## config.mk

```make
export PLATFORM = sky130hd
export DESIGN_NAME = score_keeper
export DESIGN_NICKNAME = d
export VERILOG_FILES = /design/src/rtl/score_keeper.sv
export SDC_FILE = /design/constraint.sdc
export NUM_CORES = 1
export LEC_CHECK = 0
export ABC_CLOCK_PERIOD_IN_PS = 2200
export CAP_MARGIN = 20
export CORE_ASPECT_RATIO = 0.5
export CORE_UTILIZATION = 48
export CTS_CLUSTER_SIZE = 10
export DETAILED_ROUTE_END_ITERATION = 12
export PLACE_DENSITY = 0.74
export SETUP_SLACK_MARGIN = 0.2
export SLEW_MARGIN = 10
export SYNTH_ARGS = -nofsm -noshare
export SYNTH_HDL_FRONTEND = slang
export SYNTH_SLANG_ARGS = --single-unit
export TNS_END_PERCENT = 50
```

## constraint.sdc

```tcl
create_clock -name clk_i -period 2.2 [get_ports clk_i]
set_clock_uncertainty 0.1 [all_clocks]
set_input_delay 0.44 -clock clk_i [delete_from_list [all_inputs] [get_ports clk_i]]
set_output_delay 0.44 -clock clk_i [all_outputs]
set_load 0.005 [all_outputs]
```

## src/rtl/score_keeper.sv

```systemverilog
// score_keeper: turns ball-out-of-bounds levels into registered player/enemy
// scores and sequences the serve hold after game reset and after each point.
// Optional build macro SCORE_BCD_EN adds registered two-digit BCD copies of
// both scores (requires MAX_SCORE <= 99).

package score_pkg;
    localparam int unsigned            M_SCORE_W = 4;
    localparam logic [M_SCORE_W-1:0]   MAX_SCORE = 4'd11;
endpackage

module score_keeper
    import score_pkg::*;
#(
    parameter int unsigned SERVE_FRAMES = 60,
    parameter int unsigned CNT_W        = $clog2(SERVE_FRAMES + 1)
) (
    input  logic                 clk_i,
    input  logic                 rst_ni,
    input  logic                 frame_tick_i,
    input  logic                 game_en_i,
    input  logic                 game_rst_i,
    input  logic                 p_miss_i,
    input  logic                 e_miss_i,
    output logic [M_SCORE_W-1:0] p_score_o,
    output logic [M_SCORE_W-1:0] e_score_o,
    output logic                 ball_hold_o,
    output logic                 serve_dir_o,
    output logic                 point_o
`ifdef SCORE_BCD_EN
    ,
    output logic [3:0]           p_bcd_tens_o,
    output logic [3:0]           p_bcd_ones_o,
    output logic [3:0]           e_bcd_tens_o,
    output logic [3:0]           e_bcd_ones_o
`endif
);

    typedef enum logic [1:0] {
        ST_IDLE,
        ST_SERVE,
        ST_RALLY,
        ST_OVER
    } state_t;

    localparam logic [CNT_W-1:0] CNT_LAST = CNT_W'(SERVE_FRAMES - 1);

    state_t               state;
    logic [CNT_W-1:0]     cnt;

    // cur = input registered once, prev = one cycle older; both reset high so
    // a miss level present out of reset never looks like a new edge.
    logic                 p_miss_cur, p_miss_prev;
    logic                 e_miss_cur, e_miss_prev;
    logic                 p_edge, e_edge;

    logic [M_SCORE_W-1:0] p_inc, e_inc;

    // Miss input registration for edge detection
    always_ff @(posedge clk_i or negedge rst_ni) begin
        if (!rst_ni) begin
            p_miss_cur  <= 1'b1;
            p_miss_prev <= 1'b1;
            e_miss_cur  <= 1'b1;
            e_miss_prev <= 1'b1;
        end else begin
            p_miss_cur  <= p_miss_i;
            p_miss_prev <= p_miss_cur;
            e_miss_cur  <= e_miss_i;
            e_miss_prev <= e_miss_cur;
        end
    end

    assign p_edge = p_miss_cur & ~p_miss_prev;
    assign e_edge = e_miss_cur & ~e_miss_prev;

    // Saturating next scores
    assign p_inc = (p_score_o == MAX_SCORE) ? p_score_o : p_score_o + M_SCORE_W'(1);
    assign e_inc = (e_score_o == MAX_SCORE) ? e_score_o : e_score_o + M_SCORE_W'(1);

`ifdef SCORE_BCD_EN
    logic [7:0] p_bcd, e_bcd;

    function automatic logic [7:0] bcd_next(input logic [7:0] bcd);
        if (bcd[3:0] == 4'd9) begin
            return {bcd[7:4] + 4'd1, 4'd0};
        end
        return {bcd[7:4], bcd[3:0] + 4'd1};
    endfunction

    assign p_bcd_tens_o = p_bcd[7:4];
    assign p_bcd_ones_o = p_bcd[3:0];
    assign e_bcd_tens_o = e_bcd[7:4];
    assign e_bcd_ones_o = e_bcd[3:0];
`endif

    // Game/serve FSM with registered scores, hold, serve direction and point pulse
    always_ff @(posedge clk_i or negedge rst_ni) begin
        if (!rst_ni) begin
            state       <= ST_IDLE;
            cnt         <= '0;
            p_score_o   <= '0;
            e_score_o   <= '0;
            ball_hold_o <= 1'b1;
            serve_dir_o <= 1'b0;
            point_o     <= 1'b0;
`ifdef SCORE_BCD_EN
            p_bcd       <= '0;
            e_bcd       <= '0;
`endif
        end else begin
            point_o <= 1'b0;
            if (game_rst_i) begin
                state       <= ST_SERVE;
                cnt         <= '0;
                p_score_o   <= '0;
                e_score_o   <= '0;
                ball_hold_o <= 1'b1;
                serve_dir_o <= 1'b0;
`ifdef SCORE_BCD_EN
                p_bcd       <= '0;
                e_bcd       <= '0;
`endif
            end else begin
                case (state)
                    ST_IDLE: begin
                        ball_hold_o <= 1'b1;
                    end

                    ST_SERVE: begin
                        if (!game_en_i) begin
                            state       <= ST_IDLE;
                            ball_hold_o <= 1'b1;
                        end else if (frame_tick_i) begin
                            if (cnt == CNT_LAST) begin
                                cnt         <= '0;
                                state       <= ST_RALLY;
                                ball_hold_o <= 1'b0;
                            end else begin
                                cnt <= cnt + CNT_W'(1);
                            end
                        end
                    end

                    ST_RALLY: begin
                        if (!game_en_i) begin
                            state       <= ST_IDLE;
                            ball_hold_o <= 1'b1;
                        end else if (p_edge && e_edge) begin
                            state       <= ST_SERVE;
                            cnt         <= '0;
                            ball_hold_o <= 1'b1;
                        end else if (p_edge) begin
                            e_score_o   <= e_inc;
                            serve_dir_o <= 1'b0;
                            point_o     <= 1'b1;
                            cnt         <= '0;
                            ball_hold_o <= 1'b1;
                            state       <= (e_inc == MAX_SCORE) ? ST_OVER : ST_SERVE;
`ifdef SCORE_BCD_EN
                            if (e_score_o != MAX_SCORE) e_bcd <= bcd_next(e_bcd);
`endif
                        end else if (e_edge) begin
                            p_score_o   <= p_inc;
                            serve_dir_o <= 1'b1;
                            point_o     <= 1'b1;
                            cnt         <= '0;
                            ball_hold_o <= 1'b1;
                            state       <= (p_inc == MAX_SCORE) ? ST_OVER : ST_SERVE;
`ifdef SCORE_BCD_EN
                            if (p_score_o != MAX_SCORE) p_bcd <= bcd_next(p_bcd);
`endif
                        end
                    end

                    ST_OVER: begin
                        ball_hold_o <= 1'b1;
                    end

                    default: begin
                        state       <= ST_IDLE;
                        ball_hold_o <= 1'b1;
                    end
                endcase
            end
        end
    end

endmodule
```

* Word-level counts from Yosys, hierarchy flattened *
Cells that the tools add are included.

word-level totals
  register bits after elaboration = 23
  output and inout bits = 11
  bits of input ports = 7

operators by class
  equal/unequal tests = 17
  multiplexer cells = 53
  $add $sub $neg = 3
  bitwise operators = 4
  reductions and logical operators = 15

operator list
  cell                   number
  $mux W4                13
  $mux W6                8
  $mux W2                10
  $mux W1                19
  $eq A4 B4 Y1 const B   4
  $pmux W6 S2            1
  $reduce_and A4 Y1      3
  $reduce_and A5 Y1      2
  $ne A3 B3 Y1 const B   3
  $add A4 B1 Y4 const B  2
  $ne A4 B4 Y1 const B   2
  $reduce_bool A2 Y1     4
  $add A6 B1 Y6 const B  1
  $eq A6 B6 Y1 const B   1
  $ne A6 B6 Y1 const B   1
  $reduce_bool A3 Y1     2
  $ne A5 B5 Y1 const B   1
  $eq A2 B2 Y1 const B   2
  $ne A2 B2 Y1 const B   2
  $pmux W2 S2            1
  $pmux W1 S3            1
  $reduce_and A3 Y1      1
  $and A1 B1 Y1          2
  $eq A2 B1 Y1 const B   1
  4 further kinds        5

* Depth between registers and ports, before layout *
Gate-level depths: netlist (run 1).

  word-level depth = 10
  gate-level depth with buffers = 8
  mapped depth without buffers = 8

* Worst setup path after synthesis (run 1) *
Ideal clock, no wire load.

  path type = register -> register
  start point = reg p_miss_cur
  end point = reg state[1]
  data required time = 1.979 ns
  setup slack = 0.119 ns
  period minus slack after synthesis = 2.081 ns
  buffers on the path = 0
  arrival = 1.860 ns
  cell stages (with the launch flop) = 8
  cells stage by stage = dfstp_2 > nand2b_2 > inv_1 > ha_1 > and4bb_2 > and3b_1 > a211o_1 > a22o_2

between the ends
  longest elaborated chain between the ends = 6

ends and longest elaborated chain
  item                                            line      RTL
  from (decl)                                     52        logic p_miss_cur, p_miss_prev;
  from (signal assigned)                          66        p_miss_cur <= p_miss_i;
  $and A1 B1 Y1 (*)                               73        assign p_edge = p_miss_cur & ~p_miss_prev;
  $mux W2 or $logic_and A1 B1 Y1 (tied branches)  152, 148
  $mux W2                                         148       end else if (p_edge && e_edge) begin
  $mux W2                                         145       if (!game_en_i) begin
  $pmux W2 S2                                     124       case (state)
  $mux W2                                         112       if (game_rst_i) begin
  to (signal assigned)                            158       state <= (e_inc == MAX_SCORE) ? ST_OVER : ST_SERVE;
  to (signal assigned)                            168       state <= (p_inc == MAX_SCORE) ? ST_OVER : ST_SERVE;
  to (decl)                                       47        state_t state;

Every way passes the cells marked *; elsewhere a longest branch is shown, timed or not.
A chain may end at the register's enable or synchronous reset.

* Final worst setup path (run 1) *
  start point = reg e_miss_cur
  end point = reg state[1]

between the ends
  longest elaborated chain between the ends = 6

ends and longest elaborated chain
  item                    line  RTL
  from (decl)             53    logic e_miss_cur, e_miss_prev;
  from (signal assigned)  68    e_miss_cur <= e_miss_i;
  $and A1 B1 Y1 (*)       74    assign e_edge = e_miss_cur & ~e_miss_prev;
  $logic_and A1 B1 Y1     148
  $mux W2                 148
  $mux W2                 145
  $pmux W2 S2             124
  $mux W2                 112

Marked as above.

==> results.md, run 1 <==
* Status: complete, no violations
* Root Buffer: clkbuf_8
* Hold buffers post-CTS at 0
* Sequential fraction of the synthesis area at 45.1%
* Clock transition at the registers of the reported paths at 80 ps
* RSZ-0062 raised after global routing: yes
* Cell Rows at 12
* Initial DRC count at 27
* Max incr delay on CP at 560 ps
* Via count at 1055
* Worst skew pair latency at 270 ps
* Max clock buf depth at 2
* FFs w/ async S/R, synth at 100%
* ANT cells at 0
* Synth top area cells: dfrtp_1 (35%), dfstp_2 (10%), o21ai_0 (5.8%)
* CP Launch Type: flip-flop
* Seq. cell area at 582 sq um
* Area of the core at 2370 sq um
* Cells after Synth at 127
* Gr ovfl total at 0
* Critical path type: flip-flop to flip-flop
* Tmin final at 2000 ps
* Cell variety after synth at 41
* Die area at 2910 sq um
* CP Capture Type: flip-flop
* Leak Pwr at 0.000749 uW
* Slew margin rel. at 74.5%
* Multi-input logic area at 716 sq um
* Layout cells sized above 1 at 24.7%
* Initial antenna violation count at 0
* CP max stage cell: dfstp_2
* Clock Sinks at 23
* Worst path arrival time at 2060 ps
* IO Pins at 18
* Top-area cell type share of the netlist area at 34.9%
* Fin. max-slew vios at 0
* Post-DP Area at 1550 sq um
* Drt first pass iters at 6
* Max_cap viols at 0
* Largest net degree at the start of global routing at 24
* Vias in the first global route at 1004
* WL/cell at 13.8 um
* Main synth FF type: dfrtp_1
* Area of the mapped netlist at 1290 sq um
* #FFs+latches synth at 23
* Die X at 75.4 um
* Total routing usage reported by global routing at 21.6%
* Area Growth Syn to Fin at 29.3%
* CTS tree: done
* WHS at 289 ps
* Fillcell total at 194
* Mean area per synthesized cell at 10.2 sq um
* Tightest Pin Transition at 381 ps
* Port Buffer Count at 17
* H-tree depth at 1
* Fin area at 1670 sq um
* Final Hold Viols at 0
* Area leader, netlist: dfrtp_1
* Post-synth EDFFs at 0
* Fin crit share at 91.0%
* Warnings from Yosys at 0
* Final-stage net count at 171
* Worst vdd ir at 0.400 mV
* Initial Utilization at 54.4%
* Final HPWL DP at 1940 um
* Top delay family on crit path: flip-flops
* Num CTS Buffers at 3
* Total routed wirelength at 2670 um
* Syn_nets at 139
* First-pass GRT wire length at 4420 um
* Worst Path Required at 2260 ps
* CP cell instances: nand2b_4, inv_4, ha_4, and4bb_2, and3b_1, a211o_1, a22o_2
* Gp weighted congestion at 0.787
* PD cells at 606 nW/um^2
* Chip height at 38.7 um
* Crit path max fanout at 4
* Via density at 5.47
* ANT nets after route at 0
* FMAX at 0.500 GHz
* DRC at 0
* Crit path buffers/inverters at 1
* Worst min path class: flip-flop to flip-flop
* Final setup violation count at 0
## worst reg2reg max path: stages, from the launching register on
cell and delay (ps):
dfstp_2 560, nand2b_4 70, inv_4 60, ha_4 140
and4bb_2 260, and3b_1 200, a211o_1 270, a22o_2 240
## state kept, by name (all words and copies together), names as in the netlist
name	count
e_score_o	4
p_miss_cur	1
p_score_o	4
p_miss_prev	1
e_miss_prev	1
ball_hold_o	1
serve_dir_o	1
state	2
cnt	6
point_o	1
e_miss_cur	1
## layer usage
metal,routed length [um],GRT usage [%]
met2,1280,36.4
met1,1260,26.4
met5,0,0
met3,101,6.51
met4,23,8.33
## cell usage in the layout (no fill, tap or decap), types with 2 or more instances in the layout
| master | Yosys | final |
|---|---|---|
| dfrtp_1 | 18 | 18 |
| clkdlybuf4s50_1 | 0 | 16 |
| o21ai_0 | 15 | 15 |
| buf_4 | 0 | 11 |
| nand2_1 | 11 | 10 |
| nor2_1 | 9 | 9 |
| xor2_1 | 5 | 5 |
| a21oi_1 | 5 | 5 |
| dfstp_2 | 5 | 5 |
| nand2b_1 | 5 | 4 |
| nand4_1 | 3 | 3 |
| nor3_1 | 3 | 3 |
| nand3b_1 | 3 | 3 |
| mux2i_1 | 3 | 3 |
| nand3_1 | 3 | 3 |
| o31ai_2 | 3 | 3 |
| ha_1 | 5 | 3 |
| clkbuf_8 | 0 | 3 |
| nand2b_4 | 0 | 2 |
| inv_4 | 0 | 2 |
| nor2b_1 | 2 | 2 |
| and2b_2 | 2 | 2 |
## timing repair
| item | 4_1_cts | 5_1_grt |
|---|---|---|
| gates resized for setup | 5 | 6 |
| endpoints found under the setup margin | 8 | 14 |
| endpoints found under the hold margin | 0 | 0 |
| pin swaps | 5 | 7 |
| setup buffers | 3 | 1 |
## cell type report
type | count | area share, %
Multi-Input combinational cell | 99 | 42.9
Tap cell | 35 | 2.62
Inverter | 3 | 0.975
Sequential cell | 23 | 34.9
Timing Repair Buffer | 29 | 16.0
Clock buffer | 4 | 2.70
## logic make-up after synthesis
logic type	after synthesis	synth area share, %
buffers and inverters	5	2.03
AO/OA/AOI/OAI	34	19.5
AND/OR/NAND/NOR	52	22.9
multiplexers	3	2.33
XOR/XNOR	5	3.39
adder cells (fa/ha/maj)	5	4.84
flip-flops	23	45.1
## worst paths after layout
path / from / end / slack (ps) / depth (start not counted)
setup / recovery: e_miss_cur / state[1] / 200 / 7
hold / removal: p_miss_cur / p_miss_prev / 290 / 0
setup reg to reg: e_miss_cur / state[1] / 200 / 7
hold reg to reg: p_miss_cur / p_miss_prev / 290 / 0
max in group asynchronous: rst_ni / p_miss_prev / 1290 / 2
min in group asynchronous: rst_ni / cnt[1] / 420 / 2
## report_power, final
group          internal (uW)  switching (uW)  total (uW)
clock network            130             136         266
registers                463            42.7         506
logic                    117             122         240
total                    710             301        1010
## cell usage after synthesis, types with 2 or more instances
cell type	n
o31ai_2	3
nor2_1	9
dfrtp_1	18
dfstp_2	5
nor3_1	3
o21ai_0	15
nand4_1	3
nand3b_1	3
and2b_2	2
a21oi_1	5
inv_1	3
nand3_1	3
nand2b_1	5
and2_1	2
nor2b_1	2
mux2i_1	3
nand2_1	11
ha_1	5
xor2_1	5
## per-stage QoR
stage	worst slack [ps]	utilization (%)	setup TNS, ps	total power (uW)	cells
2_1_floorplan	180	-	0	665	127
3_3_place_gp	32.4	65.3	0	730	185
3_5_place_dp	-77.1	65.3	-103	736	185
4_1_cts	194	69.4	0	1010	192
5_1_grt	107	70.4	0	1070	193
6_report	199	70.4	0	1010	193
(Power assumes the default switching activity.)
==> run 2: changes to the inputs <==
--- a/config.mk
+++ b/config.mk
@@ -9,10 +9,10 @@
 export CAP_MARGIN = 20
 export CORE_ASPECT_RATIO = 0.5
 export CORE_UTILIZATION = 48
+export CTS_CLUSTER_DIAMETER = 150
 export CTS_CLUSTER_SIZE = 10
 export DETAILED_ROUTE_END_ITERATION = 12
 export PLACE_DENSITY = 0.74
-export SETUP_SLACK_MARGIN = 0.2
 export SLEW_MARGIN = 10
 export SYNTH_ARGS = -nofsm -noshare
 export SYNTH_HDL_FRONTEND = slang
==> constraint.sdc (replaced) <==
create_clock -name clk_i -period 2.2 [get_ports clk_i]
set_clock_uncertainty 0.1 [all_clocks]
set_input_delay 0.44 -clock clk_i [delete_from_list [all_inputs] [get_ports clk_i]]
set_output_delay 0.44 -clock clk_i [all_outputs]
set_load 0.05 [all_outputs]
==> results.md, run 2 (synthesis gave the netlist of run 1 again) <==
* Status: complete, no violations
* Crit path max fanout at 6 (+2)
* Non-Filler Instances at 189 (-2.1%)
* WL/cell at 12.9 um (-6.4%)
* Leak Pwr at 0.000736 uW (-1.7%)
* Worst min path class: flip-flop to flip-flop
* Gr ovfl total at 0 (unchanged)
* Max incr delay on CP at 850 ps (+290 ps)
* Top flop regs: cnt: 6 flops, e_score_o: 4 flops, p_score_o: 4 flops
* Total routing usage reported by global routing at 20.7% (-0.86 points)
* CP Launch Type: flip-flop
* Fin crit share at 96.6% (+5.6 points)
* Die area at 2910 sq um (unchanged)
* FMAX at 0.471 GHz (-5.8%)
* Register-to-Register Path Depth at 7 (unchanged)
* Critical path type: flip-flop to output pin
* Worst r2r dst: state[1]
* Total routed wirelength at 2450 um (-8.3%)
* Clock Sinks at 23 (unchanged)
* Final Hold Viols at 0 (unchanged)
* IO Pins at 18 (unchanged)
* Internal reg-to-reg setup slack at 130 ps (-70 ps)
* ANT nets after route at 0 (unchanged)
* Hold endpoint: e_miss_prev
* Chip height at 38.7 um (unchanged)
* Top reg by flops: cnt
* Fin area at 1600 sq um (-4.0%)
* DRC at 0 (unchanged)
* Critical R2R Launch: p_miss_cur
* Max clock buf depth at 2 (unchanged)
* Top delay family on crit path: buffers and inverters
* Num CTS Buffers at 3 (unchanged)
* Place WS at 26.3 ps (+103 ps)
* Gp weighted congestion at 0.907 (+15%)
* Final HPWL DP at 1840 um (-5.2%)
* CP max stage cell: clkdlybuf4s50_1
* Final WS setup at 74.6 ps (-124 ps)
* Via count at 1012 (-4.1%)
* Commonest non-fill, non-tap cells in the layout: dfrtp_1 (18), o21ai_0 (15), clkdlybuf4s50_1 (15)
* Fin. max-slew vios at 0 (unchanged)
* Port Buffer Count at 17 (unchanged)
* Worst skew pair latency at 270 ps (about the same)
* Crit path buffers/inverters at 1 (unchanged)
* Tmin final at 2130 ps (+124 ps)
* Placed cell count at 184 (-0.54%)
* CP Capture Type: output pin
* Initial Utilization at 54.4% (unchanged)
* Worst path arrival time at 1590 ps (-470 ps)
* Area of the core at 2370 sq um (unchanged)
* WHS at 271 ps (-18.3 ps)
* Drt first pass iters at 4 (-2)
* Initial antenna violation count at 0 (unchanged)
* HP Start: e_miss_cur
* Clock transition at the registers of the reported paths at 80 ps (about the same)
* Hold buffers post-CTS at 0 (unchanged)
* Root Buffer: clkbuf_8
* Worst Path Required at 1660 ps (-600 ps)
* Tightest Pin Transition at 499 ps (+117 ps)
* Worst Hold Depth at 0 (unchanged)
* Post-DP Area at 1540 sq um (-0.65%)
* Cell Rows at 12 (unchanged)
* Final-stage net count at 167 (-2.3%)
* Vias in the first global route at 988 (-1.6%)
* H-tree depth at 1 (unchanged)
* Area Growth Syn to Fin at 24.1%
* Layout cells sized above 1 at 20.8% (-3.9 points)
* PD cells at 629 nW/um^2 (+3.8%)
* Most common cell after layout, fill and taps aside: dfrtp_1
* Worst vdd ir at 0.465 mV (+16%)
* Final setup violation count at 0 (unchanged)
* Largest net degree at the start of global routing at 24 (unchanged)
* Slew margin rel. at 66.7% (-7.8 points)
* Max reg flops at 6 (unchanged)
* First-pass GRT wire length at 4310 um (-2.5%)
* Max_cap viols at 0 (unchanged)
* CP cell instances: clkdlybuf4s50_1
* ANT cells at 0 (unchanged)
* CTS tree: done
* Via density at 5.35 (-2.0%)
* Initial DRC count at 44 (+63%)
* Die X at 75.4 um (unchanged)
* Final core occ at 67.6% (-2.8 points)
-- run 2: area by class of cell --
cell class	instances	area (sq um)
inverters	3	11.3
multi-input cells	99	689
clock inverters	1	5.00
repair buffers	25	230
flip-flops and latches	23	582
fillers	206	769
well taps	35	43.8
clock buffers	3	41.3
-- run 2: per-layer routing --
layer,global-route usage [%],part of all wire (%),up-vias
met2,36.6,46,13
met3,6.77,3.7,2
li1,-,-,517
met5,0,0,-
met4,3.24,0.69,0
met1,25.5,50,480
-- run 2: through the flow --
step	total power [uW]	TNS [ps]
5_1_grt	1070	-2.74
4_1_cts	1010	0
3_5_place_dp	742	0
2_1_floorplan	673	0
3_3_place_gp	738	0
6_report	1010	0
-- run 2: power breakdown --
| group | total (uW) | internal, uW | switching (uW) |
|---|---|---|---|
| Clock | 266 | 127 | 139 |
| Combinational | 236 | 110 | 125 |
| Sequential | 506 | 463 | 42.9 |
| Total | 1010 | 700 | 308 |
-- run 2: worst max-delay path by stage --
stage,slack (ps),startpoint,cells past startpoint,end
6_report,70,p_score_o[3],1,p_score_o[3]
5_1_grt,-3,e_miss_prev,8,e_score_o[2]
4_1_cts,70,e_miss_prev,8,e_score_o[2]
3_5_place_dp,30,game_rst_i,6,p_score_o[0]
3_3_place_gp,50,game_rst_i,6,p_score_o[0]
2_1_floorplan,120,p_miss_cur,7,state[1]
-- run 2: what timing repair did --
item,CTS,global route
setup buffers,0,1
setup endpoints to repair,0,3
resized for setup,0,3
==> run 3: changes to the inputs <==
--- a/config.mk
+++ b/config.mk
@@ -8,6 +8,7 @@
 export ABC_CLOCK_PERIOD_IN_PS = 2200
 export CAP_MARGIN = 20
 export CORE_ASPECT_RATIO = 0.5
+export CORE_MARGIN = 2
 export CORE_UTILIZATION = 48
 export CTS_CLUSTER_DIAMETER = 150
 export CTS_CLUSTER_SIZE = 10
==> results.md, run 3 (synthesis gave the netlist of run 1 again) <==
* Max clock buf depth at 2 (unchanged)
* Postcts setup bufs at 0 (unchanged)
* Place WS at 43.8 ps (+17.5 ps)
* Max incr delay on CP at 840 ps (about the same)
* Clock Sinks at 23 (unchanged)
* Fillcell total at 241 (+17%)
* Worst min path class: flip-flop to flip-flop
* Seq. cell area at 582 sq um (unchanged)
* Max_cap viols at 0 (unchanged)
* Die X at 77.4 um (+2.7%)
* Total routing usage reported by global routing at 17.4% (-3.3 points)
* Cell Rows at 13 (+1)
* GR Util met1 at 21.6% (-3.9 points)
* Area of the core at 2570 sq um (+8.3%)
* Worst skew pair latency at 270 ps (about the same)
* Root Buffer: clkbuf_8
* CP cell instances: clkdlybuf4s50_1
* Via count at 1029 (+1.7%)
* Max reg flops at 6 (unchanged)
* Critical path type: flip-flop to output pin
* First-pass GRT wire length at 4010 um (-7.1%)
* Worst vdd ir at 0.401 mV (-14%)
* Crit path max fanout at 7 (+1)
* H-tree depth at 1 (unchanged)
* CTS tree: done
* Multi-input logic area at 689 sq um (unchanged)
* Crit path buffers/inverters at 1 (unchanged)
* Port Buffer Count at 17 (unchanged)
* Worst path arrival time at 1580 ps (about the same)
* Drt first pass iters at 4 (unchanged)
* IO Pins at 18 (unchanged)
* Hold buffers post-CTS at 0 (unchanged)
* Layout cells sized above 1 at 21.8% (+1.0 points)
* Vias in the first global route at 886 (-10%)
* Final HPWL DP at 1840 um (+0.42%)
* CP max stage cell: clkdlybuf4s50_1
* Commonest non-fill, non-tap cells in the layout: dfrtp_1 (18), clkdlybuf4s50_1 (16), o21ai_0 (15)
* Fin area at 1620 sq um (+1.1%)
* Largest net degree at the start of global routing at 24 (unchanged)
* Initial antenna violation count at 0 (unchanged)
* Busiest grt layer: met2
* Initial Utilization at 50.2% (-4.2 points)
* Area Growth Syn to Fin at 25.5%
* Fin. max-slew vios at 0 (unchanged)
* Post-DP Area at 1570 sq um (+1.6%)
* Fin crit share at 96.3% (-0.35 points)
* Final core occ at 63.0% (-4.5 points)
* Final setup violation count at 0 (unchanged)
* ANT cells at 0 (unchanged)
* Final Hold Viols at 0 (unchanged)
* Top flop regs: cnt: 6 flops, e_score_o: 4 flops, p_score_o: 4 flops
* PD cells at 628 nW/um^2 (-0.12%)
* DRC at 0 (unchanged)
* CP Capture Type: output pin
* Final WS setup at 82.3 ps (+7.67 ps)
* Initial DRC count at 25 (-43%)
* Slew margin rel. at 67.1% (+0.43 points)
* Met2 usage at 30.7% (-6.0 points)
* Clock transition at the registers of the reported paths at 90 ps (about the same)
* Gp weighted congestion at 0.881 (-2.9%)
* Total routed wirelength at 2470 um (+0.90%)
* Worst Path Required at 1660 ps (about the same)
* Top delay family on crit path: buffers and inverters
* Die area at 3150 sq um (+8.0%)
* Tmin final at 2120 ps (-7.67 ps)
* Final-stage net count at 169 (+1.2%)
* FMAX at 0.472 GHz (+0.36%)
* Gr ovfl total at 0 (unchanged)
* Most common cell after layout, fill and taps aside: dfrtp_1
* CP Launch Type: flip-flop
* Chip height at 40.7 um (+5.2%)
* Top reg by flops: cnt
* Status: complete, no violations
* Tightest Pin Transition at 492 ps (-6.48 ps)
* WL/cell at 12.8 um (-1.2%)
* Met3 Use GR at 5.29% (-1.5 points)
* Leak Pwr at 0.000723 uW (-1.7%)
* Via density at 5.33 (-0.43%)
* ANT nets after route at 0 (unchanged)
* Num CTS Buffers at 3 (unchanged)
run 3: changes by cell type in the layout (fill, tap and decap cells not counted):
cell / previous run / this run
dlymetal6s2s_1: 1 / 0
clkinv_2: 1 / 0
buf_4: 9 / 11
clkinvlp_4: 0 / 1
clkdlybuf4s50_1: 15 / 16
run 3: timing repair:
action | 4_1_cts | 5_1_grt
endpoints found under the setup margin | 0 | 2
gates resized for setup | 0 | 2
hold endpoints to repair | 0 | 0
run 3: final timing paths:
check / cells past startpoint / slack [ps] / to / startpoint
setup / recovery: 1 / 80 / p_score_o[0] / p_score_o[0]
hold / removal: 0 / 270 / e_miss_prev / e_miss_cur
setup reg to reg: 8 / 90 / e_score_o[2] / e_miss_prev
hold reg to reg: 0 / 270 / e_miss_prev / e_miss_cur
max in group asynchronous: 2 / 1310 / ball_hold_o / rst_ni
min in group asynchronous: 2 / 410 / cnt[1] / rst_ni
run 3: cell type report:
| cell class | count | share of cell area, % |
|---|---|---|
| sequential | 23 | 35.9 |
| tap | 37 | 2.86 |
| clock buffer | 3 | 2.55 |
| timing repair buffer | 27 | 15.0 |
| multi-input combinational | 99 | 42.5 |
| clock inverter | 1 | 0.463 |
| inverter | 3 | 0.695 |
run 3: power by group:
part	switching [uW]	internal [uW]	total (uW)
logic	126	115	241
registers	44.3	463	507
clock network	141	128	270
total	311	706	1020
run 3: stage by stage:
stage,hold WS [ps],std cells,TNS [ps],power (uW)
2_1_floorplan,44.4,127,0,673
3_3_place_gp,258,189,0,746
3_5_place_dp,260,189,0,754
4_1_cts,273,193,0,1030
5_1_grt,277,193,-33.4,1080
6_report,271,193,0,1020
run 3: metal layers:
metal	wire length, um	vias up
li1	-	519
met1	1220	494
met2	1150	11
met3	71	5
met4	22	0
met5	0	-
==> edit, RTL diff (flow settings as in run 3) <==
Re-encode `state_t` (4 states) as one-hot, 4 bits wide.
--- a/src/rtl/score_keeper.sv
+++ b/src/rtl/score_keeper.sv
@@ -35,11 +35,11 @@
 `endif
 );
 
-    typedef enum logic [1:0] {
-        ST_IDLE,
-        ST_SERVE,
-        ST_RALLY,
-        ST_OVER
+    typedef enum logic [3:0] {
+        ST_IDLE  = 4'b0001,
+        ST_SERVE = 4'b0010,
+        ST_RALLY = 4'b0100,
+        ST_OVER  = 4'b1000
     } state_t;
 
     localparam logic [CNT_W-1:0] CNT_LAST = CNT_W'(SERVE_FRAMES - 1);
Formal check against the unedited RTL: same outputs for any inputs over 10 cycles, from zero or initial values and one cycle with rst_ni low; not proved beyond that.
==> edit against run 3 <==
  * Hold slack is essentially flat
  * Synthesized cell count grew 10%
  * Fmax shrank 2.1%
  * Total power shrank 9.1%
  * Area after synthesis grew 7.6%
  * Sequential power grew 2%
  * Final area grew 8.6%
  * Worst setup slack lost 45 ps
  * Routed wire length grew 22%
  * Register-to-register slack gained 20 ps
  * Sequential cell count grew 2
  * Sequential share of layout area grew 0.13 points
  * Combinational power shrank 42%
  * Largest cell class unchanged
  * Largest power group unchanged
  * Highest routed layer unchanged
==> edit: results (changes against run 3) <==
Logic synthesis
  – Avg Inst Size Synth: 9.92 um2 (was 10.2 um2)
  – XOR/XNOR share of the synthesized area: 3.15% (was 3.39%)
  – Netlist cell types: 44 (was 41)
  – Post-synthesis sequential area ratio: 45.6% (was 45.1%)
  – Mux contribution to synthesized area: 3.78% (was 2.33%)
  – Synth Area in Adders: 4.50% (was 4.84%)
  – Compound-Gate Fraction of Synth Area: 13.8% (was 19.5%)
  – Asr flop ratio synth: 100% (unchanged)
  – Synth cell count leaders: dfrtp_1, nand2_1, nor2_1 (was dfrtp_1, o21ai_0, nand2_1)
  – Syn_nets: 152 (was 139)
  – Cells taking the most area after synthesis: dfrtp_1, dfstp_2, ha_1 (was dfrtp_1, dfstp_2, o21ai_0)

Global routing
  – Global-route wire length before repair: 5040 um (was 4010 um)
  – Met2 GRT Util: 29.8% (was 30.7%)
  – Pin count of the biggest net entering global routing: 26 (was 24)
  – Vias in the first global route: 1133 (was 886)
  – Met1 Usage GRT: 27.0% (was 21.6%)
  – GRT Overall Usage: 19.3% (was 17.4%)
  – GR Util met3: 4.09% (was 5.29%)

Placement
  – GPL Wtd Cong: 0.794 (was 0.881)
  – Placed inst area: 0.00169 mm2 (was 0.00157 mm2)
  – Post-placement setup slack: 63.2 ps (was 43.8 ps)
  – Placed insts: 205 (was 189)
  – Post-detail-place hpwl: 2220 um (was 1840 um)

Cells and area
  – Layout cell share with drive strength beyond 1: 22.7% (was 21.8%)
  – Nets: 185 (was 169)
  – Biggest register: cnt (unchanged)

Worst setup path
  – R2R setup slack: 110 ps (was 90 ps)
  – Reg-to-reg endpoint: e_score_o[3] (was e_score_o[2])
  – Worst r2r src: state[3] (was e_miss_prev)
  – CP peak stage delay: 860 ps (was 840 ps)
  – CP endpoint: p_score_o[2] (was p_score_o[0])
  – Setup crit start: p_score_o[2] (was p_score_o[0])
  – Critical Path AT: 1620 ps (was 1580 ps)
  – CP top delay family: buffers and inverters (unchanged)
  – Worst-path fanout max: 8 (was 7)
  – FF-to-FF path depth: 6 (was 8)

Timing
  – Fmax achieved: 462 MHz (was 472 MHz)
  – Slew headroom: 65.7% (was 67.1%)
  – Hold_ws: 270 ps (was 271 ps)

Pwr
  – Peak supply drop: 0.000309 V (was 0.000401 V)
  – Pleak: 0.742 nW (was 0.723 nW)

Route
  – Total Wirelength: 3000 um (was 2470 um)
  – Detailed-route wire length per cell: 14.4 um (was 12.8 um)
  – First-pass iteration count of the detailed router: 4 (unchanged)
  – DR WL met3: 118 um (was 71 um)
  – 1st-iter DRT viols: 36 (was 25)
  – DR vias: 1186 (was 1029)
  – M1 WL: 1470 um (was 1220 um)
  – DR WL met2: 1390 um (was 1150 um)

Clock tree
  – Cts repair resizes: 0 (unchanged)
  – Num CTS Buffers: 3 (unchanged)
  – Clk root buf: clkbuf_8 (unchanged)
  – Clk slew on worst S/H paths: 80 ps

Min path
  – Worst hold path type: flop to flop (unchanged)
  – Hold_sp: e_miss_cur (unchanged)
  – Hold Path Depth: 0 (unchanged)

Outcome
  – Status: completed (unchanged)
==> edit: cell count changes after synthesis, sizes merged, moves of 3 or more <==
cell	run 3	this run
a21oi	5	8
nand3b	3	6
nand2	11	15
nor2	9	13
nor4	0	4
o21ai	15	11
o211ai	0	3
==> edit: cell families (layout without fill, tap and decap cells) <==
| group | after synthesis | in the layout |
|---|---|---|
| AOI/OAI and AO/OA | 29 | 29 |
| xor gates and xnor gates | 5 | 5 |
| adders and majority gates | 5 | 5 |
| buffers and inverters | 7 | 39 |
| DFF | 25 | 25 |
| muxes | 5 | 5 |
| and+or+nand+nor | 64 | 64 |
==> edit: cell type report <==
class                   instances  area, um2
flip-flops and latches         25        634
well taps                      37       46.3
repair buffers                 32        280
clock buffers                   4       45.0
fillers                       214        907
multi-input cells             108        743
inverters                       3       11.3
==> edit: power by group <==
group          leakage, nW  switching [mW]  internal [mW]
Combinational        0.397          0.0744         0.0645
Clock               0.0228           0.141          0.129
Sequential           0.322          0.0262          0.489
